### src/rtl/mult_sched_pkg.sv
// Shared types and default sizing for the multiplier-sharing scheduler.
package mult_sched_pkg;

  typedef enum logic [1:0] {IDLE, LOAD, RUN, RESP} state_e;

  localparam int WIDTH_DEF   = 8;
  localparam int TIMEOUT_DEF = 12;
  localparam int CNT_W       = $clog2(TIMEOUT_DEF);

endpackage

### src/rtl/rr_arbiter2.sv
// Two-way round-robin grant: a lone requester wins, a tie goes to the one not granted last.
module rr_arbiter2 (
  input  logic [1:0] valid,
  input  logic       last_grant,
  output logic       grant_id,
  output logic       grant_any
);

  always_comb begin
    grant_any = |valid;
    grant_id  = 1'b0;
    case (valid)
      2'b01:   grant_id = 1'b0;
      2'b10:   grant_id = 1'b1;
      2'b11:   grant_id = ~last_grant;
      default: grant_id = 1'b0;
    endcase
  end

endmodule

### src/rtl/mult_share_scheduler.sv
// Shares one sequential shift-add multiplier between two requesters: arbitrate,
// load operand magnitudes, wait for the done flag, return a signed product.
module mult_share_scheduler
  import mult_sched_pkg::*;
#(
  parameter int WIDTH   = WIDTH_DEF,
  parameter int TIMEOUT = TIMEOUT_DEF
) (
  input  logic                 clk,
  input  logic                 rst,
  input  logic                 req0_valid,
  input  logic [WIDTH-1:0]     req0_mp,
  input  logic [WIDTH-1:0]     req0_mc,
  output logic                 req0_ready,
  input  logic                 req1_valid,
  input  logic [WIDTH-1:0]     req1_mp,
  input  logic [WIDTH-1:0]     req1_mc,
  output logic                 req1_ready,
  output logic                 mult_load,
  output logic [WIDTH-1:0]     mult_mp,
  output logic [WIDTH-1:0]     mult_mc,
  input  logic                 mult_zero,
  input  logic [2*WIDTH-1:0]   mult_product,
  output logic                 resp_valid,
  input  logic                 resp_ready,
  output logic                 resp_id,
  output logic [2*WIDTH-1:0]   resp_product,
  output logic                 resp_timeout,
  output logic                 busy
);

  localparam int PW = 2 * WIDTH;
  localparam int CW = $clog2(TIMEOUT);
  localparam logic [CW-1:0] CNT_LAST = CW'(TIMEOUT - 1);

  state_e            state_q, state_d;
  logic              last_grant_q, last_grant_d;
  logic              sign_q, sign_d;
  logic              id_q, id_d;
  logic [WIDTH-1:0]  mp_q, mp_d;
  logic [WIDTH-1:0]  mc_q, mc_d;
  logic [CW-1:0]     cnt_q, cnt_d;
  logic [PW-1:0]     res_q, res_d;
  logic              to_q, to_d;

  logic              grant_id, grant_any, accept;
  logic [WIDTH-1:0]  sel_mp, sel_mc, mp_mag, mc_mag;

  rr_arbiter2 u_arb (
    .valid      ({req1_valid, req0_valid}),
    .last_grant (last_grant_q),
    .grant_id   (grant_id),
    .grant_any  (grant_any)
  );

  // Ready is gated by rst so every output reads 0 while reset is held.
  assign accept     = (state_q == IDLE) && !rst && grant_any;
  assign req0_ready = accept && !grant_id;
  assign req1_ready = accept && grant_id;

  assign sel_mp = grant_id ? req1_mp : req0_mp;
  assign sel_mc = grant_id ? req1_mc : req0_mc;
  assign mp_mag = sel_mp[WIDTH-1] ? -sel_mp : sel_mp;
  assign mc_mag = sel_mc[WIDTH-1] ? -sel_mc : sel_mc;

  always_comb begin
    state_d      = state_q;
    last_grant_d = last_grant_q;
    sign_d       = sign_q;
    id_d         = id_q;
    mp_d         = mp_q;
    mc_d         = mc_q;
    cnt_d        = cnt_q;
    res_d        = res_q;
    to_d         = to_q;
    case (state_q)
      IDLE: begin
        if (accept) begin
          mp_d    = mp_mag;
          mc_d    = mc_mag;
          sign_d  = sel_mp[WIDTH-1] ^ sel_mc[WIDTH-1];
          id_d    = grant_id;
          state_d = LOAD;
        end
      end
      LOAD: begin
        cnt_d   = '0;
        state_d = RUN;
      end
      RUN: begin
        if (mult_zero) begin
          // A zero product stays positive even when the signs differ.
          res_d   = (sign_q && (mult_product != '0)) ? -mult_product : mult_product;
          to_d    = 1'b0;
          state_d = RESP;
        end else if (cnt_q == CNT_LAST) begin
          res_d   = '0;
          to_d    = 1'b1;
          state_d = RESP;
        end else begin
          cnt_d = cnt_q + CW'(1);
        end
      end
      RESP: begin
        if (resp_ready) begin
          last_grant_d = id_q;
          state_d      = IDLE;
        end
      end
      default: state_d = IDLE;
    endcase
  end

  always_ff @(posedge clk or posedge rst) begin
    if (rst) begin
      state_q      <= IDLE;
      last_grant_q <= 1'b1;
      sign_q       <= 1'b0;
      id_q         <= 1'b0;
      mp_q         <= '0;
      mc_q         <= '0;
      cnt_q        <= '0;
      res_q        <= '0;
      to_q         <= 1'b0;
    end else begin
      state_q      <= state_d;
      last_grant_q <= last_grant_d;
      sign_q       <= sign_d;
      id_q         <= id_d;
      mp_q         <= mp_d;
      mc_q         <= mc_d;
      cnt_q        <= cnt_d;
      res_q        <= res_d;
      to_q         <= to_d;
    end
  end

  assign mult_load    = (state_q == LOAD);
  assign mult_mp      = mp_q;
  assign mult_mc      = mc_q;
  assign resp_valid   = (state_q == RESP);
  assign resp_id      = id_q;
  assign resp_product = res_q;
  assign resp_timeout = to_q;
  assign busy         = (state_q != IDLE);

endmodule

### config.mk
export PLATFORM = sky130hd
export DESIGN_NAME = mult_share_scheduler
export DESIGN_NICKNAME = d
export VERILOG_FILES = /design/src/rtl/mult_sched_pkg.sv /design/src/rtl/rr_arbiter2.sv /design/src/rtl/mult_share_scheduler.sv
export SDC_FILE = /design/constraint.sdc
export NUM_CORES = 1
export LEC_CHECK = 0
export ABC_CLOCK_PERIOD_IN_PS = 7400
export BUFFER_PORTS_ARGS = -buffer_cell sky130_fd_sc_hd__buf_2
export CAP_MARGIN = 20
export CELL_PAD_IN_SITES_DETAIL_PLACEMENT = 0
export CELL_PAD_IN_SITES_GLOBAL_PLACEMENT = 1
export CORE_MARGIN = 8
export CORE_UTILIZATION = 40
export DETAILED_ROUTE_END_ITERATION = 7
export PLACE_DENSITY_LB_ADDON = 0.08
export SETUP_SLACK_MARGIN = 0.15
export SYNTH_ARGS = -nofsm -noshare
export SYNTH_HDL_FRONTEND = slang
export SYNTH_SLANG_ARGS = --single-unit
### constraint.sdc
create_clock -name clk -period 7.4 [get_ports clk]
set_clock_uncertainty 0.1 [all_clocks]
set_input_delay 2.22 -clock clk [delete_from_list [all_inputs] [get_ports clk]]
set_output_delay 2.22 -clock clk [all_outputs]
set_load 0.05 [all_outputs]
Word level (Yosys, flattened, before mapping)
Cells that the tools add are included.
Widths: inputs -> output; s select.
- add/subtract/negate cells: 4
- equal/unequal tests: 11
- muxes and demuxes: 18
- bitwise logic cells: 2
- reductions and logical operators: 18
- operator list (kind ; count):
    $mux 16 ; 3
    $mux 8 ; 4
    $neg 16->16 ; 1
    $neg 8->8 ; 2
    $reduce_bool 16->1 ; 1
    $eq 2x2->1 const B ; 4
    $mux 2 ; 4
    $mux 4 ; 2
    $pmux 2 s4 ; 1
    $pmux 4 s2 ; 1
    $ne 2x2->1 const B ; 3
    $reduce_and 2->1 ; 3
    $reduce_and 3->1 ; 2
    $reduce_bool 2->1 ; 3
    $logic_and 1x1->1 ; 5
    $add 4x1->4 const B ; 1
    $eq 4x4->1 const B ; 1
    $ne 3x3->1 const B ; 1
    $eq 2x1->1 const B ; 1
    $logic_not 1->1 ; 2
    $logic_not 2->1 ; 1
    $mux 1 ; 2
    $ne 2x1->1 const B ; 1
    $pmux 1 s2 ; 1
    3 further kinds ; 3
- flip-flop bits (word level): 42
- input bits: 54
- output and inout port bits: 39
- word-level logic and storage cells: 62

Longest topological paths before layout
- depth after elaboration: 5
- depth in mapped cells: 8
- mapped depth without buffers: 7

Modules after synthesis
From an unflattened synthesis, not the netlist that was laid out.
- cells, all modules: 287
- area, all modules: 2697.6 µm²
- modules (own cells, without submodules) (module ; times used ; cells each ; area an instance (µm²) ; seq. area each (µm²)):
    mult_share_scheduler ; 1 ; 285 ; 2683.8 ; 1052.3
    rr_arbiter2 ; 1 ; 2 ; 13.8 ; 0.0

Worst setup path before layout
Ideal clock, no wire load.
- kind: input-to-output
- start: input port rst
- end: output port req0_ready
- arrival: 4595 ps
- required time: 5080 ps
- slack: 485 ps
- stages on the path: 4
- buffers on the path: 1
- path through: inv_1 o211ai_1 clkbuf_1 nor2_1
- cells in the longest elaborated chain, start to end: 4
- ends and longest elaborated chain (element ; line ; source):
    from (decl) ; mult_share_scheduler.sv:10 ; input logic rst,
    $logic_not 1->1 (no line) ; - ;
    $logic_and 1x1->1 (2 in series) ; mult_share_scheduler.sv:57 ; assign accept = (state_q == IDLE) && !rst && grant_any;
    $logic_and 1x1->1 ; mult_share_scheduler.sv:58 ; assign req0_ready = accept && !grant_id;
    to (decl) ; mult_share_scheduler.sv:14 ; output logic req0_ready,
Every way passes these cells.

Worst setup path in the final report
- start: input port rst
- end: output port req1_ready
- cells in the longest elaborated chain, start to end: 4
- ends and longest elaborated chain (element ; line ; source):
    $logic_not 1->1 (no line) ; - ;
    $logic_and 1x1->1 (2 in series) ; mult_share_scheduler.sv:57 ;
    $logic_and 1x1->1 ; mult_share_scheduler.sv:59 ; assign req1_ready = accept && grant_id;
    to (decl) ; mult_share_scheduler.sv:18 ; output logic req1_ready,
Every way passes these cells.

==> out/qor.csv <==
stage;metric;value;unit
status;status;finished clean;
yosys;synth_seq_area_share;0.393;
global_routing;grt_pass1_vias;2571;
setup_path;crit_type;primary input to output port;
setup_path;cp_top_family;buffers and inverters;
yosys;synthesis.area;2680;sq um
yosys;ys_async_sr_fraction;1.00;
cells_and_area;final_net_count;444;
floorplanning;row_count;30;
cells_and_area;instances_no_fill;462;
sta;finalSetupViolCount;0;
global_routing;use_met2;0.249;
clocking;clk_pin_slew;0.09;ns
floorplanning;ioPinCount;93;
drt;vias;2439;
power;p_per_area;402;nW/um^2
place;io_buffers;92;
global_routing;antenna_found_initial;0;
setup_path;start_kind;primary input;
setup_path;worst-path-max-fanout;43;
yosys;avgSynthCellArea;9.23;sq um
sta;tightest_slew;0.751;ns
yosys;synthFlopType;dfrtp_1;
global_routing;grt_pass1_wl;11.9;mm
yosys;synth_fp_nets;353;
yosys;synthCells;290;
flow_run;cap_violations;0;
setup_path;crit_top_cell;buf_2;
sta;fin_tns_setup;0;ns
clocking;cts_tree;yes;
power;p_comb_frac;0.571;
cells_and_area;final_layout_size_suffix_gt1_frac;0.312;
yosys;yosys-top-cells-count;dfrtp_1 (41), nand2_1 (38), o21ai_0 (27);
setup_path;cp-end-kind;output port;
yosys;yosysUniqueCellTypes;56;
yosys;yosysMostFrequentCell;dfrtp_1;
place;hpwl;5.47;mm
clocking;htree_levels;2;
sta;fmax;176;MHz
clocking;clk_path_buf_depth;2;
floorplanning;die_h;97.8;um
setup_path;critical_path_arrival;3.37;ns
place;place_congestion;0.799;
drt;drt_iter0_drc;46;
yosys;synth_top_area_frac;0.383;
global_routing;grt_overflow;0;
place;place_area;3210;sq um
power;p_leak;0.00169;uW
sta;period_minus_slack;5.69;ns
global_routing;grt.busiest_layer;met2;
cells_and_area;fin_area;3320;sq um
global_routing;grtUsageTotal;0.149;
setup_path;max_stage_delay;0.45;ns
floorplanning;start_util;0.403;
drt;routed_wl;7.06;mm
drt;routed_via_density;5.28;
power;power_frac_seq;0.294;
setup_path;path_buf_inv;4;
worst_hold_path;worstHoldPathType;flop to flop;
clocking;cts_sinks;42;
clocking;clk_latency;0.29;ns
yosys;synth_seq_cells;42;
cells_and_area;antenna_cells;0;
floorplanning;die-area;9570;sq um
drt;wl_per_cell;15.3;um
clocking;ctsHoldBuffers;0;
global_routing;gr-usage-met1;0.181;
clocking;cts_resized;0;
yosys;synth_edf_count;0;
clocking;cts-root-buf;clkbuf_8;
clocking;postCtsSetupBuffers;0;
sta;drv_slew;0;
yosys;ys_warn_count;0;
cells_and_area;syn2layout_area_growth;23.9;%
power;clkPwrFrac;0.134;
sta;min_period_over_period;0.770;
power;power_switching;698;uW
sta;fin_hold_ws;0.376;ns
sta;hold_violations;0;
clocking;cts_inserted_buffers;5;
power;p_int;636;uW
sta;rsz0062_at_grt;false;
setup_path;crit_chain;buf_2 -> inv_2 -> buf_4 -> nand2_1 -> nor2_1 -> buf_2;
global_routing;grt_use_met3;0.0434;
drt;drtAntennaViolNets;0;
floorplanning;die_x;97.8;um
drt;firstDrtPassIters;4;
yosys;synth_top_area_cell;dfrtp_1;
cells_and_area;nFillCells;664;
power;finalPower;1330;uW
drt;drc;0;
sta;slew_headroom;0.485;
place;place_inst;454;
power;p_sw_frac;0.523;
yosys;synth.area.top_cells;dfrtp_1 (38%), mux2i_1 (7.5%), xor2_1 (6.2%), nand2_1 (5.3%), o21ai_0 (5.0%);
setup_path;required;5.08;ns
global_routing;grt_max_degree;44;
floorplanning;fp.coreArea;6640;sq um
setup_path;critPathSlowestCell;buf_4;
power;ir_drop;0.156;mV
-- stage by stage --
stage	setup slack (ns)	utilization
global route	1.54	0.499
detailed placement	1.65	0.483
finish	1.71	0.499
global placement	1.67	0.483
CTS	1.65	0.499
floorplan	0.485	-
-- per-layer routing --
metal	wire (um)	share of wire
met2	3380	0.48
met3	367	0.052
met1	3230	0.46
met4	80	0.011
met5	0	0
-- worst paths after layout --
path                            startpoint              end  slack [ns]  cells after the start
setup / recovery                       rst       req1_ready        1.71                      6
hold / removal             resp_product[4]  resp_product[4]        0.38                      2
setup reg to reg              last_grant_q       mult_mp[6]        5.15                      7
hold reg to reg            resp_product[4]  resp_product[4]        0.38                      2
max in group asynchronous              rst       mult_mp[6]        4.84                      3
min in group asynchronous              rst       mult_mc[1]        1.97                      3
-- power by group through the flow --
stage / clock [uW] / combinational, uW / sequential, uW
after floorplan: 0 / 312 / 666
after global placement: 0 / 768 / 396
after detailed placement: 0 / 773 / 399
after CTS: 187 / 774 / 395
after global routing: 195 / 827 / 406
final: 179 / 762 / 392
-- worst register-to-register path, delay by kind of cell (launching register included) --
kind                       cells  cell delay (ns)
AOI/OAI and AO/OA              2             0.57
DFF                            1             0.55
muxes                          1             0.31
adders and majority gates      1             0.25
and+or+nand+nor                2             0.23
xor gates and xnor gates       1             0.12
-- cells in the final DEF, fill, tap and decap left out, types with 7 or more instances in the layout --
cell type	instances
buf_2	92
dfrtp_1	41
nand2_1	38
o21ai_0	27
mux2i_1	20
nor2_1	19
xor2_1	19
inv_1	11
ha_1	9
a21oi_1	7
nor3_1	7
-- flip-flops by register name, indices dropped and copies added, names as in the netlist, 2 cells and up --
| register | count |
|---|---|
| resp_product | 16 |
| mult_mc | 8 |
| mult_mp | 8 |
| cnt_q | 4 |
| state_q | 2 |
-- cell type report --
| cell class | count | area [sq um] | share of cell area |
|---|---|---|---|
| well taps | 80 | 100 | 0.0302 |
| inverters | 12 | 45.0 | 0.0136 |
| clock buffers | 5 | 68.8 | 0.0207 |
| repair buffers | 96 | 490 | 0.148 |
| flip-flops and latches | 42 | 1050 | 0.317 |
| clock inverters | 3 | 40.0 | 0.0121 |
| multi-input cells | 224 | 1520 | 0.459 |
-- cell families after synthesis --
group / after synthesis / share of synthesized area
AND/OR/NAND/NOR: 99 / 0.193
AO/OA/AOI/OAI: 69 / 0.166
flip-flops: 42 / 0.393
multiplexers: 25 / 0.0958
buffers and inverters: 24 / 0.0388
XOR/XNOR: 22 / 0.0720
adder cells (fa/ha/maj): 9 / 0.0421
Power figures use the tool's default switching activity.
